## config.mk

```make
export PLATFORM = sky130hd
export DESIGN_NAME = axi_stream_packet_split
export DESIGN_NICKNAME = d
export VERILOG_FILES = /design/src/rtl/axi_stream_packet_split_pkg.sv /design/src/rtl/axi_stream_packet_split_pipe_reg.sv /design/src/rtl/axi_stream_packet_split.sv
export SDC_FILE = /design/constraint.sdc
export NUM_CORES = 1
export LEC_CHECK = 0
export ABC_AREA = 1
export CAP_MARGIN = 20
export CORE_AREA = 2 2 131 133
export DETAILED_ROUTE_END_ITERATION = 10
export DIE_AREA = 0 0 133 135
export PLACE_DENSITY = 0.49
export SLEW_MARGIN = 30
export SYNTH_ARGS = -nofsm -noshare
export SYNTH_HDL_FRONTEND = slang
export SYNTH_HIERARCHICAL = 1
export SYNTH_SLANG_ARGS = --single-unit
```

## constraint.sdc

```tcl
create_clock -name aclk -period 2.3 [get_ports aclk]
set_input_delay 0.46 -clock aclk [delete_from_list [all_inputs] [get_ports aclk]]
set_output_delay 0.46 -clock aclk [all_outputs]
set_load 0.01 [all_outputs]
```

## src/rtl/axi_stream_packet_split_pkg.sv

```systemverilog
// Shared AXI-Stream definitions for the packet splitter slice: the fragment
// tag carried to the packet FIFO, its width, and the splitter state type.
package axi_stream_packet_split_pkg;

    // Byte-count width used by the downstream packet FIFO.
    localparam int PKT_FIFO_LEN_W = 16;

    // Fragment index width and total tag width {frag_first, frag_final, frag_idx}.
    localparam int FRAG_IDX_W = 8;
    localparam int FRAG_TAG_W = FRAG_IDX_W + 2;

    typedef struct packed {
        logic                  frag_first;
        logic                  frag_final;
        logic [FRAG_IDX_W-1:0] frag_idx;
    } frag_tag_t;

    // Splitter packet tracking: waiting for a first beat, or inside a packet.
    typedef enum logic {
        ST_IDLE = 1'b0,
        ST_PKT  = 1'b1
    } split_state_t;

endpackage

```

## src/rtl/axi_stream_packet_split_pipe_reg.sv

```systemverilog
// Single-entry AXI-Stream register slice. Ready is combinational from the
// downstream side so a full slice still accepts a beat in the cycle it drains,
// giving one beat per clock. Payload is opaque and held while stalled.
module axis_pipe_reg #(
    parameter int WIDTH = 8
) (
    input  logic             clk,
    input  logic             rst_n,
    input  logic             s_valid,
    output logic             s_ready,
    input  logic [WIDTH-1:0] s_data,
    output logic             m_valid,
    input  logic             m_ready,
    output logic [WIDTH-1:0] m_data
);

    logic load;

    assign s_ready = !m_valid || m_ready;
    assign load    = s_valid && s_ready;

    // Load on input handshake; drop valid only when drained with nothing new.
    always_ff @(posedge clk) begin
        if (!rst_n) begin
            m_valid <= 1'b0;
            m_data  <= '0;
        end else if (load) begin
            m_valid <= 1'b1;
            m_data  <= s_data;
        end else if (m_ready) begin
            m_valid <= 1'b0;
        end
    end

endmodule

```

## src/rtl/axi_stream_packet_split.sv

```systemverilog
// AXI-Stream packet splitter. Cuts each input packet into fragments of at most
// len_q beats (len_q latched from max_len on a packet's first beat, 0 = no
// split) and tags each fragment with {frag_first, frag_final, frag_idx} for
// the downstream packet FIFO. Output is one registered stage.
//
//   state   | meaning
//   --------+-----------------------------------------------------------
//   ST_IDLE | next accepted beat is the first beat of a packet; max_len
//           | is used directly and latched into len_q on that beat
//   ST_PKT  | inside a packet; len_q governs fragment boundaries
module axi_stream_packet_split
    import axi_stream_packet_split_pkg::*;
#(
    parameter int DSIZE = 24,
    parameter int LSIZE = PKT_FIFO_LEN_W,
    parameter int ISIZE = FRAG_IDX_W
) (
    input  logic             aclk,
    input  logic             aresetn,
    input  logic [LSIZE-1:0] max_len,

    input  logic             s_axis_tvalid,
    output logic             s_axis_tready,
    input  logic [DSIZE-1:0] s_axis_tdata,
    input  logic             s_axis_tlast,

    output logic             m_axis_tvalid,
    input  logic             m_axis_tready,
    output logic [DSIZE-1:0] m_axis_tdata,
    output logic             m_axis_tlast,

    output logic [ISIZE+1:0] out_cdata
);

    localparam int              PW      = ISIZE + 2 + 1 + DSIZE;
    localparam logic [ISIZE-1:0] IDX_MAX = '1;

    split_state_t     state;
    split_state_t     state_nxt;

    logic [LSIZE-1:0] len_q;
    logic [LSIZE-1:0] len_eff;
    logic [LSIZE-1:0] len_m1;
    logic [LSIZE-1:0] beat_cnt;
    logic [ISIZE-1:0] frag_idx;

    logic             s_load;
    logic             len_hit;
    logic             frag_end;
    logic             frag_first;
    logic             frag_final;

    logic [PW-1:0]    pipe_in;
    logic [PW-1:0]    pipe_out;

    assign s_load = s_axis_tvalid && s_axis_tready;

    // Packet tracking state register.
    always_ff @(posedge aclk) begin
        if (!aresetn) begin
            state <= ST_IDLE;
        end else begin
            state <= state_nxt;
        end
    end

    // Enter ST_PKT on any non-last beat, return to ST_IDLE on the input tlast.
    always_comb begin
        state_nxt = state;
        if (s_load) begin
            state_nxt = s_axis_tlast ? ST_IDLE : ST_PKT;
        end
    end

    // Fragment boundary and tag for the beat currently offered upstream.
    // On a first beat len_q is not yet loaded, so max_len is used directly.
    always_comb begin
        len_eff    = (state == ST_IDLE) ? max_len : len_q;
        len_m1     = len_eff - LSIZE'(1);
        len_hit    = (len_eff != '0) && (beat_cnt == len_m1);
        frag_end   = s_axis_tlast || len_hit;
        frag_first = (frag_idx == '0);
        frag_final = (len_eff == '0) ? 1'b1 : s_axis_tlast;
    end

    // Latch the length limit on the first accepted beat of each packet.
    always_ff @(posedge aclk) begin
        if (!aresetn) begin
            len_q <= '0;
        end else if (s_load && (state == ST_IDLE)) begin
            len_q <= max_len;
        end
    end

    // Beat counter within a fragment and saturating fragment index.
    always_ff @(posedge aclk) begin
        if (!aresetn) begin
            beat_cnt <= '0;
            frag_idx <= '0;
        end else if (s_load) begin
            if (frag_end) begin
                beat_cnt <= '0;
            end else begin
                beat_cnt <= beat_cnt + LSIZE'(1);
            end

            if (s_axis_tlast) begin
                frag_idx <= '0;
            end else if (len_hit && (frag_idx != IDX_MAX)) begin
                frag_idx <= frag_idx + ISIZE'(1);
            end
        end
    end

    assign pipe_in = {frag_first, frag_final, frag_idx, frag_end, s_axis_tdata};

    axis_pipe_reg #(
        .WIDTH (PW)
    ) u_pipe (
        .clk     (aclk),
        .rst_n   (aresetn),
        .s_valid (s_axis_tvalid),
        .s_ready (s_axis_tready),
        .s_data  (pipe_in),
        .m_valid (m_axis_tvalid),
        .m_ready (m_axis_tready),
        .m_data  (pipe_out)
    );

    assign {out_cdata, m_axis_tlast, m_axis_tdata} = pipe_out;

endmodule

```

==> flow_summary.ini <==
[status]
status = finished, final reports clean

[clock_network]
ctsRootBufferMaster = clkbuf_16
cts_hold_buf = 0
cts_buffer_depth = 2
cts.sinks = 77
htreeDepth = 3
clk_pin_slew_ps = 60
clk_latency_ps = 350
cts_tree = yes
numCtsBuffers = 9

[synth]
synth_cells = 740
yosys_register_bits = 77
avgSynthCellArea_um2 = 6.579
syn-num-nets = 790
syn_area_mm2 = 0.004868
ys_warn_count = 6
synth.yosys.seq_area_share_pct = 31.66
synth_cell_types = 35

[timing]
setup_violations = 0
setup_slack_ps = 12.13
slew_violations = 0
fin_skew_ps = 7.652
fin_tns_setup_ps = 0
max_slew_margin_pct = 50.69
worst_pin_slew_ps = 739.6
grt_setup_unrepaired = yes
period_needed_ps = 2288
timing.fmax_mhz = 437.1
hold_viol_final = 0
min_period_over_period_pct = 99.47

[grt]
gr-usage-all-layers_pct = 15.67
grt_use_met1_pct = 22.13
grt_pass1_vias = 4469
grt_max_degree = 72
use_met3_pct = 3.341
grt-ovfl-total = 0
busiest_layer = met2
use_met2_pct = 23.81
grt_pass1_wl_mm = 22.52
antenna_found_initial = 0

[final_layout]
finalNonFillerCells = 1082
layout_common_cells = nand2_1 (176), inv_1 (93), dfxtp_1 (76), clkdlybuf4s50_1 (76), nor2_1 (73)
final_area_mm2 = 0.006653
final_common_cell = nand2_1
fill_cells = 1727
antenna_cells = 0
syn2layout_area_growth_pct = 36.65
drive_gt1_share_pct = 18.68
layout.nets = 907

[route]
drtPass1Iterations = 5
drt-vias-per-instance = 4.411
vias = 4773
ant_nets = 0
drc_errors = 0
drtIter0Drc = 237
routed_wirelength_mm = 13.58
wl_per_cell_um = 12.55

[die]
dieArea_mm2 = 0.01796
die_h_um = 135
start_util_pct = 29.67
chipWidth_um = 133
core-area_mm2 = 0.01641
rows = 47
ioPinCount = 82

[worst_hold_path]
hold_depth = 2
hp-class = reg -> reg

[power_and_ir_drop]
clkPwrFrac_pct = 38.7
power.share.sequential_pct = 37.5
combPwrFrac_pct = 23.9
swShare_pct = 30.68
power.leakage_nw = 2.955
powerDensity_mw_per_mm2 = 582.3
p_sw_mw = 1.188
power.total_mw = 3.874
internal_power_mw = 2.686
vdd_drop_max_mv = 0.3741

[worst_setup_path]
cp-start-kind = register
crit_type = reg -> reg
crit_chain = buf_12 -> buf_8 -> nand2_1 -> nand2_4 -> nand3_2 -> nor2_2 -> nand3_1 -> a21oi_2 -> nand2_2 -> nor2_4 -> nand2_4 -> a21oi_4 -> buf_12 -> nor3_1
max_stage_delay_ps = 340
cp_slowest_cell = dfxtp_2
cp.arrival_ps = 2520
required_ps = 2530
crit_fanout = 11
end_kind = register
ff2ff_path_depth = 14

[placed_design]
dp_cells = 1056
place_area_mm2 = 0.006037
portBuffers = 81
post-place-ws_ps = -478.3
place_hpwl_mm = 9.516
globalplace.congestion = 0.8539

[run]
max_cap_violations = 0
==> power by group through the flow <==
stage | Sequential (mW) | Combinational, mW | Clock (mW)
floorplan | 1.50 | 0.501 | 0
global placement | 1.48 | 0.851 | 0
detailed placement | 1.48 | 0.850 | 0
CTS | 1.45 | 0.889 | 1.54
global route | 1.46 | 1.03 | 1.60
finish | 1.45 | 0.925 | 1.50
==> kinds of logic after synthesis <==
logic type                 after synthesis  share of synthesized area (%)
AOI/OAI and AO/OA                       85                          9.304
xor gates and xnor gates                23                          4.138
adders and majority gates                5                          1.285
buffers and inverters                  130                          13.83
DFF                                     77                          31.66
and+or+nand+nor                        420                          39.78
==> what timing repair did <==
action | in CTS | in global routing
gates cloned | 4 | 1
resized for setup | 19 | 44
pin swaps | 16 | 24
endpoints found under the setup margin | 23 | 25
setup buffers | 2 | 3
==> layer usage <==
metal | vias to the layer above | part of all wire (%)
li1 | 2569 | -
met1 | 2128 | 52
met2 | 64 | 43
met3 | 12 | 3.1
met4 | 0 | 1.4
met5 | - | 0
==> synthesized netlist by cell type, drive strengths merged <==
cell    count  area share, %
inv        96            7.6
o21ai      18            1.9
clkbuf      7           0.95
a21oi      64            7.0
clkinv      2           0.15
xor2       21            3.8
nor3       20            2.1
or3         1           0.13
ha          5            1.3
buf        25            5.2
nor4        2           0.26
a21boi      1           0.15
nand4      12            1.5
nor2       90            8.0
dfxtp      77             32
nand3      71            8.2
xnor2       2           0.36
a31oi       1           0.13
nand2     224             20
a41o        1           0.21
==> registers in the layout, summed over array words and instances (netlist names) <==
signal	flops
u_pipe/m_data	35
beat_cnt	16
len_q	16
frag_idx	8
state	1
u_pipe/m_valid	1
==> critical path, delay by kind of cell (launching register included) <==
kind | cells | cell delay, ps
AND/OR/NAND/NOR | 9 | 1020
buffers and inverters | 3 | 450
flip-flops | 1 | 340
AO/OA/AOI/OAI | 2 | 350
==> path summary, 6_finish.rpt <==
check	start	end	slack (ps)
worst max-delay path	state	beat_cnt[15]	10
worst min-delay path	len_q[12]	len_q[12]	460
worst max register to register	state	beat_cnt[15]	10
worst min register to register	len_q[12]	len_q[12]	460
==> area by class of cell <==
class                           count  area, µm²  area share, %
Inverter                           98      384.1          5.774
Clock buffer                        9      225.2          3.385
Tap cell                          220      275.3          4.138
Sequential cell                    77       1543          23.19
Clock inverter                      7      80.08          1.204
Timing Repair Buffer              133       1260          18.94
Multi-Input combinational cell    535       2848          42.81
Timing Repair inverter              3      37.54         0.5642
==> stage by stage <==
stage	hold slack, ps	utilization (%)
3_5_place_dp	452.0	36.80
3_3_place_gp	448.3	36.80
5_1_grt	483.0	40.55
6_report	460.0	40.55
4_1_cts	463.2	39.50
2_1_floorplan	428.6	-
Note: power is estimated with default switching activity, not from simulation.
==> RTL edit (same settings) <==
Change the parameter `DSIZE` from 24 to 12.
--- a/src/rtl/axi_stream_packet_split.sv
+++ b/src/rtl/axi_stream_packet_split.sv
@@ -12,5 +12,5 @@
     import axi_stream_packet_split_pkg::*;
 #(
-    parameter int DSIZE = 24,
+    parameter int DSIZE = 12,
     parameter int LSIZE = PKT_FIFO_LEN_W,
     parameter int ISIZE = FRAG_IDX_W
Interface: changed (resized m_axis_tdata and s_axis_tdata); port bits go from 82 to 58. The function was not compared with the original's and may differ.
==> RTL edit against the original RTL <==
Non-clock buffer count down 17; hold slack worse by 0.0058 ns; count of clock-buffer cells in the layout up 3; largest power group unchanged; final area down 11%; sequential cell count down 12; critical endpoint is now frag_idx[0]; first-iteration DRC count unchanged; total power down 8.0%; setup slack worse by 0.0056 ns; wire length down 12%; combinational power down 11%; area after synthesis down 12%; sequential power down 16%; critical path type unchanged.
==> RTL edit: results (changes against the original RTL) <==
met2 routed WL: 5530 µm (was 5870 µm)
top post-synthesis cells by count: 183 x nand2_1, 83 x inv_1, 70 x nor2_1 (was 195 x nand2_1, 94 x inv_1, 82 x nor2_1)
final cell count without fillers: 989 (was 1082)
Post-Syn Nets: 699 (was 790)
Power Clock: 0.00152 W
switching part of the total power: 27.7% (was 30.7%)
Met1 Wirelength: 5820 µm (was 7090 µm)
post-cts resize count: 16 (was 19)
Power Combinational: 0.000826 W (was 0.000925 W)
Synth cell types: 34 (was 35)
pre-CTS setup slack: -0.486 ns (was -0.478 ns)
Hold Path Sink: len_q[1] (was len_q[12])
met3 WL: 373 µm (was 426 µm)
reg2reg path depth: 21 (was 14)
dpl cell area: 5380 µm² (was 6040 µm²)
via/cell ratio: 4.31 (was 4.41)
synth top area cells: dfxtp_1 30%, nand2_1 16%, inv_1 7.3% (was dfxtp_1 32%, nand2_1 15%, inv_1 7.2%)
later-pin clock latency in the skew report: 0.34 ns
proportion of layout cells with a drive suffix above 1: 19.1% (was 18.7%)
gpl congestion: 0.829 (was 0.854)
clock skew: 0.00815 ns (was 0.00765 ns)
initial drt markers: 237 (unchanged)
outcome: completed (unchanged)
gr usage total: 13.5% (was 15.7%)
post-detail-place hpwl: 8670 µm (was 9520 µm)
I/O Buffers: 57 (was 81)
Post-layout nets: 802 (was 907)
Regs by FF count: u_pipe/m_data (23), beat_cnt (16), len_q (16) (was u_pipe/m_data (35), beat_cnt (16), len_q (16))
Mean Syn Cell Area: 6.48 µm² (was 6.58 µm²)
final wirelength: 11900 µm (was 13600 µm)
peak fanout along the critical path: 8 (was 11)
DRT Pass-1 Iters: 4 (was 5)
CTS root buf: clkbuf_16 (unchanged)
Critical Path AT: 2.57 ns (was 2.52 ns)
VDD IR max: 0.396 mV (was 0.374 mV)
Combinational Power Share: 23.2% (was 23.9%)
Worst Setup EP: frag_idx[0] (was beat_cnt[15])
placed instance count: 963 (was 1056)
vias in the first global route: 4068 (was 4469)
clock transition at the registers of the reported paths: 0.06 ns (about the same)
register area share after synthesis: 30.4% (was 31.7%)
Worst slew margin: 64.4% (was 50.7%)
first-pass GRT wire length: 19600 µm (was 22500 µm)
Setup Buffers After CTS: 4 (was 2)
Worst Hold Slack: 0.454 ns (was 0.460 ns)
largest net degree at the start of global routing: 48 (was 72)
fmax: 436 MHz (was 437 MHz)
Lkg Pwr: 2.61 nW (was 2.95 nW)
startpoint of the worst hold path: len_q[1] (was len_q[12])
RTL edit: layout make-up:
type,count,area (µm²)
Multi-Input combinational cell,486,2550
Fill cell,1755,10500
Tap cell,220,275
Inverter,86,335
Clock inverter,4,75.1
Timing Repair Buffer,116,1140
Sequential cell,65,1300
Clock buffer,12,256
RTL edit: cells by family (layout without fill, tap and decap cells):
kind of cell	after synthesis	count (layout)	synth area share, %
XOR/XNOR	23	23	4.71
AO/OA/AOI/OAI	73	73	9.70
AND/OR/NAND/NOR	384	385	41.3
adder cells (fa/ha/maj)	5	5	1.46
buffers and inverters	111	218	12.5
flip-flops	65	65	30.4
RTL edit: routing by layer:
metal  global-route usage [%]  vias to the layer above
li1                         -                     2285
met1                     17.8                     1911
met2                     21.9                       61
met3                     2.40                       10
met4                     5.56                        0
met5                        0                        -
RTL edit: tightest hold or removal path: stages, from the launching register on:
cell,delay (ns)
dfxtp_1,0.30
inv_1,0.06
a21oi_1,0.05
